`src/rtl/toy_agu_pipe.sv`:
```
// toy_agu_pipe: registered address-generation unit for the LSU.
// Computes the effective address, byte strobe and lane-shifted store data,
// and presents the request on a valid/ready bus through one output register.
// Accesses that run past a BYTES-aligned beat are split into two beats when
// TOY_AGU_MISALIGN_SPLIT_EN is defined; otherwise they are issued as a single
// beat flagged with m_exc and no byte enables.

module toy_agu_pipe #(
    parameter int ADDR_WIDTH = 32,
    parameter int DATA_WIDTH = 32,
    parameter int ID_WIDTH   = 6,
    parameter int RD_WIDTH   = 6
) (
    input  logic                      clk,
    input  logic                      rst_n,
    input  logic                      s_flush,
    input  logic                      s_vld,
    output logic                      s_rdy,
    input  logic [ADDR_WIDTH-1:0]     s_rs1_val,
    input  logic [ADDR_WIDTH-1:0]     s_imm,
    input  logic [DATA_WIDTH-1:0]     s_rs2_val,
    input  logic                      s_is_store,
    input  logic [2:0]                s_funct3,
    input  logic [ID_WIDTH-1:0]       s_inst_id,
    input  logic [RD_WIDTH-1:0]       s_rd,
    input  logic                      s_rd_en,
    input  logic                      s_fp_rd_en,
    output logic                      m_vld,
    input  logic                      m_rdy,
    output logic                      m_opcode,
    output logic [ADDR_WIDTH-1:0]     m_addr,
    output logic [DATA_WIDTH-1:0]     m_data,
    output logic [DATA_WIDTH/8-1:0]   m_strb,
    output logic [$clog2(DATA_WIDTH/8)-1:0] m_offset,
    output logic                      m_first,
    output logic                      m_last,
    output logic                      m_exc,
    output logic [ID_WIDTH-1:0]       m_inst_id,
    output logic [RD_WIDTH-1:0]       m_rd,
    output logic                      m_rd_en,
    output logic                      m_fp_rd_en,
    output logic [2:0]                m_funct3
);

    localparam int   BYTES         = DATA_WIDTH / 8;
    localparam int   OFS           = $clog2(BYTES);
    localparam logic TOY_BUS_READ  = 1'b0;
    localparam logic TOY_BUS_WRITE = 1'b1;
    // A doubleword only fits when the bus is at least 8 bytes wide.
    localparam logic D_LEGAL       = (BYTES >= 8) ? 1'b1 : 1'b0;

    // Byte mask of an access of the given size, before shifting into lanes.
    function automatic logic [2*BYTES-1:0] size_mask(input logic [1:0] size);
        logic [7:0] m;
        case (size)
            2'd0:    m = 8'h01;
            2'd1:    m = 8'h03;
            2'd2:    m = 8'h0F;
            2'd3:    m = 8'hFF;
            default: m = 8'h00;
        endcase
        return (2*BYTES)'(m);
    endfunction

    // ------------------------------------------------------------------
    // Address / strobe / data computation for the presented request
    // ------------------------------------------------------------------
    logic [ADDR_WIDTH-1:0]  ea_s;
    logic [OFS-1:0]         ofs_s;
    logic [2*BYTES-1:0]     wide_strb_s;
    logic                   illegal_s;
    logic                   cross_s;
    logic [ADDR_WIDTH-1:0]  addr0_s;
    logic [BYTES-1:0]       strb0_s;
    logic [DATA_WIDTH-1:0]  data0_s;
    logic                   exc0_s;
    logic                   last0_s;

    assign ea_s        = s_rs1_val + s_imm;
    assign ofs_s       = ea_s[OFS-1:0];
    assign wide_strb_s = size_mask(s_funct3[1:0]) << ofs_s;
    assign illegal_s   = (s_funct3[1:0] == 2'd3) & ~D_LEGAL;
    // An illegal size never produces a second beat.
    assign cross_s     = (|wide_strb_s[2*BYTES-1:BYTES]) & ~illegal_s;
    assign addr0_s     = {ea_s[ADDR_WIDTH-1:OFS], {OFS{1'b0}}};

`ifdef TOY_AGU_MISALIGN_SPLIT_EN
    logic [2*DATA_WIDTH-1:0] wide_data_s;
    assign wide_data_s = {{DATA_WIDTH{1'b0}}, s_rs2_val} << {ofs_s, 3'b000};
    assign data0_s     = wide_data_s[DATA_WIDTH-1:0];
    assign exc0_s      = illegal_s;
    assign last0_s     = ~cross_s;
`else
    // Only the low beat is ever issued, so the spill-over bits are dropped.
    assign data0_s     = s_rs2_val << {ofs_s, 3'b000};
    assign exc0_s      = illegal_s | cross_s;
    assign last0_s     = 1'b1;
`endif

    assign strb0_s = exc0_s ? {BYTES{1'b0}} : wide_strb_s[BYTES-1:0];

    // ------------------------------------------------------------------
    // Control: accept / load decisions
    // ------------------------------------------------------------------
    logic s_rdy_s;
    logic ld0_s;
    logic vld_nxt_s;
    logic m_vld_r;

`ifdef TOY_AGU_MISALIGN_SPLIT_EN
    typedef enum logic [0:0] {
        ST_IDLE  = 1'b0,
        ST_SPLIT = 1'b1
    } state_t;

    state_t                 state_r;
    state_t                 state_nxt_s;
    logic                   ld1_s;
    logic [ADDR_WIDTH-1:0]  spare_addr_r;
    logic [BYTES-1:0]       spare_strb_r;
    logic [DATA_WIDTH-1:0]  spare_data_r;

    // Next-state and handshake decode; flush overrides any progress.
    always_comb begin
        state_nxt_s = state_r;
        s_rdy_s     = 1'b0;
        ld0_s       = 1'b0;
        ld1_s       = 1'b0;
        vld_nxt_s   = m_vld_r;
        if (s_flush) begin
            state_nxt_s = ST_IDLE;
            vld_nxt_s   = 1'b0;
        end else begin
            case (state_r)
                ST_IDLE: begin
                    s_rdy_s = ~m_vld_r | m_rdy;
                    if (s_rdy_s) begin
                        vld_nxt_s   = s_vld;
                        ld0_s       = s_vld;
                        state_nxt_s = (s_vld & cross_s) ? ST_SPLIT : ST_IDLE;
                    end else begin
                        vld_nxt_s   = m_vld_r;
                    end
                end
                ST_SPLIT: begin
                    if (m_rdy) begin
                        ld1_s       = 1'b1;
                        vld_nxt_s   = 1'b1;
                        state_nxt_s = ST_IDLE;
                    end else begin
                        state_nxt_s = ST_SPLIT;
                    end
                end
                default: begin
                    state_nxt_s = ST_IDLE;
                    vld_nxt_s   = 1'b0;
                end
            endcase
        end
    end

    // FSM state register.
    always_ff @(posedge clk or negedge rst_n) begin
        if (!rst_n) begin
            state_r <= ST_IDLE;
        end else begin
            state_r <= state_nxt_s;
        end
    end

    // Spare register holding the second beat of a split access.
    always_ff @(posedge clk or negedge rst_n) begin
        if (!rst_n) begin
            spare_addr_r <= {ADDR_WIDTH{1'b0}};
            spare_strb_r <= {BYTES{1'b0}};
            spare_data_r <= {DATA_WIDTH{1'b0}};
        end else if (ld0_s & cross_s) begin
            spare_addr_r <= addr0_s + ADDR_WIDTH'(BYTES);
            spare_strb_r <= wide_strb_s[2*BYTES-1:BYTES];
            spare_data_r <= wide_data_s[2*DATA_WIDTH-1:DATA_WIDTH];
        end else begin
            spare_addr_r <= spare_addr_r;
            spare_strb_r <= spare_strb_r;
            spare_data_r <= spare_data_r;
        end
    end
`else
    // Handshake decode for single-beat operation; flush overrides any progress.
    always_comb begin
        s_rdy_s   = 1'b0;
        ld0_s     = 1'b0;
        vld_nxt_s = m_vld_r;
        if (s_flush) begin
            vld_nxt_s = 1'b0;
        end else begin
            s_rdy_s = ~m_vld_r | m_rdy;
            if (s_rdy_s) begin
                vld_nxt_s = s_vld;
                ld0_s     = s_vld;
            end else begin
                vld_nxt_s = m_vld_r;
            end
        end
    end
`endif

    assign s_rdy = s_rdy_s;

    // ------------------------------------------------------------------
    // Output register
    // ------------------------------------------------------------------
    logic                   m_opcode_r;
    logic [ADDR_WIDTH-1:0]  m_addr_r;
    logic [DATA_WIDTH-1:0]  m_data_r;
    logic [BYTES-1:0]       m_strb_r;
    logic [OFS-1:0]         m_offset_r;
    logic                   m_first_r;
    logic                   m_last_r;
    logic                   m_exc_r;
    logic [ID_WIDTH-1:0]    m_inst_id_r;
    logic [RD_WIDTH-1:0]    m_rd_r;
    logic                   m_rd_en_r;
    logic                   m_fp_rd_en_r;
    logic [2:0]             m_funct3_r;

    // Request valid flag.
    always_ff @(posedge clk or negedge rst_n) begin
        if (!rst_n) begin
            m_vld_r <= 1'b0;
        end else begin
            m_vld_r <= vld_nxt_s;
        end
    end

    // Beat payload: first beat on accept, spare beat when the split continues.
    always_ff @(posedge clk or negedge rst_n) begin
        if (!rst_n) begin
            m_opcode_r   <= TOY_BUS_READ;
            m_addr_r     <= {ADDR_WIDTH{1'b0}};
            m_data_r     <= {DATA_WIDTH{1'b0}};
            m_strb_r     <= {BYTES{1'b0}};
            m_offset_r   <= {OFS{1'b0}};
            m_first_r    <= 1'b0;
            m_last_r     <= 1'b0;
            m_exc_r      <= 1'b0;
            m_inst_id_r  <= {ID_WIDTH{1'b0}};
            m_rd_r       <= {RD_WIDTH{1'b0}};
            m_rd_en_r    <= 1'b0;
            m_fp_rd_en_r <= 1'b0;
            m_funct3_r   <= 3'd0;
        end else if (ld0_s) begin
            m_opcode_r   <= s_is_store ? TOY_BUS_WRITE : TOY_BUS_READ;
            m_addr_r     <= addr0_s;
            m_data_r     <= data0_s;
            m_strb_r     <= strb0_s;
            m_offset_r   <= ofs_s;
            m_first_r    <= 1'b1;
            m_last_r     <= last0_s;
            m_exc_r      <= exc0_s;
            m_inst_id_r  <= s_inst_id;
            m_rd_r       <= s_rd;
            m_rd_en_r    <= s_rd_en;
            m_fp_rd_en_r <= s_fp_rd_en;
            m_funct3_r   <= s_funct3;
`ifdef TOY_AGU_MISALIGN_SPLIT_EN
        end else if (ld1_s) begin
            // Sideband, opcode and offset stay with the original request.
            m_addr_r     <= spare_addr_r;
            m_data_r     <= spare_data_r;
            m_strb_r     <= spare_strb_r;
            m_first_r    <= 1'b0;
            m_last_r     <= 1'b1;
            m_exc_r      <= 1'b0;
`endif
        end else begin
            m_opcode_r   <= m_opcode_r;
            m_addr_r     <= m_addr_r;
            m_data_r     <= m_data_r;
            m_strb_r     <= m_strb_r;
            m_offset_r   <= m_offset_r;
            m_first_r    <= m_first_r;
            m_last_r     <= m_last_r;
            m_exc_r      <= m_exc_r;
            m_inst_id_r  <= m_inst_id_r;
            m_rd_r       <= m_rd_r;
            m_rd_en_r    <= m_rd_en_r;
            m_fp_rd_en_r <= m_fp_rd_en_r;
            m_funct3_r   <= m_funct3_r;
        end
    end

    assign m_vld      = m_vld_r;
    assign m_opcode   = m_opcode_r;
    assign m_addr     = m_addr_r;
    assign m_data     = m_data_r;
    assign m_strb     = m_strb_r;
    assign m_offset   = m_offset_r;
    assign m_first    = m_first_r;
    assign m_last     = m_last_r;
    assign m_exc      = m_exc_r;
    assign m_inst_id  = m_inst_id_r;
    assign m_rd       = m_rd_r;
    assign m_rd_en    = m_rd_en_r;
    assign m_fp_rd_en = m_fp_rd_en_r;
    assign m_funct3   = m_funct3_r;

endmodule

```
`config.mk`:
```
export PLATFORM = sky130hd
export DESIGN_NAME = toy_agu_pipe
export DESIGN_NICKNAME = d
export VERILOG_FILES = /design/src/rtl/toy_agu_pipe.sv
export SDC_FILE = /design/constraint.sdc
export NUM_CORES = 1
export LEC_CHECK = 0
export BUFFER_PORTS_ARGS = -buffer_cell sky130_fd_sc_hd__buf_2
export CAP_MARGIN = 25
export CORE_ASPECT_RATIO = 1.5
export CORE_MARGIN = 8
export CORE_UTILIZATION = 44
export CTS_CLUSTER_DIAMETER = 150
export DETAILED_ROUTE_END_ITERATION = 6
export PLACE_DENSITY = 0.73
export SYNTH_ARGS = -nofsm -noshare
export SYNTH_HDL_FRONTEND = slang
export SYNTH_SLANG_ARGS = --single-unit
```
`constraint.sdc`:
```
create_clock -name clk -period 2.1 [get_ports clk]
set_input_delay 0.21 -clock clk [delete_from_list [all_inputs] [get_ports clk]]
set_output_delay 0.21 -clock clk [all_outputs]
set_load 0.03 [all_outputs]
```
==> reports/summary.txt <==
Htree depth = 3
Area Growth Syn to Fin = 37.2%
Vias post-DR = 5770
Nets = 1081
Period utilization = 0.988
Slew headroom = 0.644
Clock share of power = 0.259
Root Driver = clkbuf_16
Initial DRC Count = 283
Antenna fix cells = 0
Die Area = 16900 sq um
Req. time, crit path = 2330 ps
Met2 Track Usage GR = 0.368
Int Pwr = 0.00394 W
Synth Flop Type = dfrtp_1
Clk buf depth = 2
Status = complete, no violations
First-pass DRT Iterations = 5
Total wire length = 17.5 mm
Port Buffers = 209
Cell Area, Placed = 7430 sq um
Area of the core = 12800 sq um
Synthesized area = 5680 sq um
Critical path peak fanout = 3
Largest net degree at the start of global routing = 57
Fill cells = 1175
Warnings, synthesis = 0
Ports = 212
Worst skew pair latency = 340 ps
Fin. max-slew vios = 0
Setup ws final = 26.2 ps
Initial Util = 0.443
Number of global-route vias before repair = 5759
Syn avg cell area = 8.44 sq um
Clock Skew = 12.8 ps
Reg clk slew, reported paths = 80 ps
Most frequent cells in the layout = 206 x buf_2, 168 x nand2_1, 89 x dfrtp_1, 79 x buf_4
CTS tree = done
Sw frac = 0.391
Worst VDD drop = 0.367 mV
Pleak = 4.05 nW
Chip height = 155 um
GRT Residual Overflow = 0
Gate power share = 0.399
Global-route wire length before repair = 27.8 mm
Max cap viols = 0
NetSw = 0.00254 W
Async S/R FF share, synth = 1.00
Initial antenna violation count = 0
Worst-margin pin slew = 534 ps
Distinct cell type count after synthesis = 61
Fmax = 482 MHz
GR Layer Usage met1 = 0.227
Commonest non-fill, non-tap cell in the layout = buf_2
DRC violation count after routing = 0
Drt via density = 5.27
Post-route minimum period = 2070 ps
Setup TNS = 0 ps
CP Capture Type = register
Gate Count Post-Synth = 673
GRT Total Usage = 0.204
DP HPWL = 14.1 mm
Met3 Use GR = 0.0369
Routed wire per std cell = 16.0 um
Gpl congestion = 0.913
Setup Viol. Count Final = 0
Post-route ant nets = 0
Hold Path Class = primary input to register
Endpoints failing hold = 0
Total power = 0.00648 W
Setup CP Type = primary input to register
Sequential area share after synthesis = 0.392
CTS Buf Count = 9
Arrival time of the worst setup path = 2300 ps
# rows = 51
Fraction of final layout cells with drive strength greater than 1 = 0.373
GR peak layer = met2
Clock sinks = 89
Worst Setup Slack post-DPL = -439 ps
CP startpoint kind = primary input
PD cells = 831 nW/um^2
Setup Buffers After CTS = 0
Fin util = 0.608
Final instance area = 7800 sq um
RSZ-0062 raised after global routing = true
Flops & latches, synth = 89
DIE WIDTH = 109 um
Sequential power share = 0.342
EDFF count, synth = 0
==> final timing paths <==
path,start,to,slack [ps],depth (start not counted)
setup / recovery,s_imm[0],m_addr[26],30,11
hold / removal,s_inst_id[5],m_inst_id[5],60,3
setup reg to reg,m_vld,m_addr[29],310,7
hold reg to reg,m_data[2],m_data[2],460,2
max in group asynchronous,rst_n,m_data[15],1050,3
min in group asynchronous,rst_n,m_vld,370,2
==> cell usage after synthesis, types with 2 or more instances <==
cell        n  area share
nand2_1   169        0.11
dfrtp_1    89        0.39
nor2_1     45       0.030
o21ai_0    44       0.039
a21oi_1    34       0.030
ha_1       31       0.068
clkbuf_1   29       0.019
nand3_1    29       0.026
mux2_2     19       0.038
xnor2_1    15       0.023
xor2_1     12       0.018
a21o_1     11       0.015
mux2i_1    10       0.018
nand4_1    10       0.011
o211ai_1    9       0.012
a221oi_1    8       0.012
inv_1       8      0.0053
nor3_1      8      0.0070
o21a_1      8       0.011
buf_1       7      0.0046
a211oi_1    6      0.0079
and2_1      6      0.0066
buf_2       6      0.0053
nor2b_1     5      0.0055
a31oi_1     4      0.0044
o21bai_1    4      0.0053
buf_4       3      0.0040
o21ai_1     3      0.0026
o311ai_0    3      0.0046
and3_1      2      0.0022
nand2b_1    2      0.0022
o211a_1     2      0.0035
o221ai_1    2      0.0031
or2_2       2      0.0022
or4b_1      2      0.0035
==> critical path, cell delays in order <==
cell	delay, ps
buf_8	80
ha_4	130
inv_2	30
fa_2	330
and2b_2	250
o2111ai_4	150
a2111oi_4	370
o31ai_2	120
a21oi_2	170
a41oi_2	150
mux2_4	310
==> cell families (layout without fill, tap and decap cells) <==
family,after synthesis,count (layout),synth area share
DFF,89,89,0.392
adders and majority gates,32,32,0.0718
AOI/OAI and AO/OA,153,153,0.181
xor gates and xnor gates,27,27,0.0416
and+or+nand+nor,287,287,0.216
other,1,2,0.000660
muxes,30,30,0.0579
buffers and inverters,54,315,0.0392
==> routing by layer <==
metal	up-vias	routed length (um)
met1	2668	6800
li1	2867	-
met3	24	1210
met5	-	0
met4	0	487
met2	211	9010
==> cell type report <==
cell class / instances / area (sq um) / share of cell area
Inverter: 8 / 30.0 / 0.00385
Multi-Input combinational cell: 531 / 3310 / 0.424
Tap cell: 159 / 199 / 0.0255
Timing Repair Buffer: 291 / 1720 / 0.221
Clock buffer: 10 / 239 / 0.0306
Sequential cell: 89 / 2230 / 0.286
Clock inverter: 6 / 72.6 / 0.00931
==> state kept, by name (all words and copies together) (netlist names) <==
name and flops:
m_offset 2, m_rd 6, m_data 32, m_funct3 3, m_opcode 1, m_rd_en 1
m_vld 1, m_exc 1, m_last 1, m_strb 4, m_fp_rd_en 1, m_addr 30
m_inst_id 6
==> what timing repair did <==
item                       in CTS  in global routing
pin swaps                       7                  2
gates resized for setup         7                  3
setup endpoints to repair       6                  6
hold endpoints to repair       33                  0
hold buffers                    1                  0
==> through the flow <==
step / hold slack [ps] / instances
floorplan: -85.6 / 674
detailed placement: 199 / 1077
finish: 61.4 / 1094
CTS: 52.5 / 1094
global route: 58.3 / 1094
global placement: 197 / 1077
==> power groups by stage <==
stage	clock network, W	registers (W)	logic [W]
global placement	0	0.00224	0.00254
CTS	0.00172	0.00222	0.00260
detailed placement	0	0.00225	0.00258
floorplan	0	0.00290	0.000938
global route	0.00180	0.00226	0.00280
finish	0.00168	0.00222	0.00258
No activity file was read; power rests on OpenSTA's default activity.
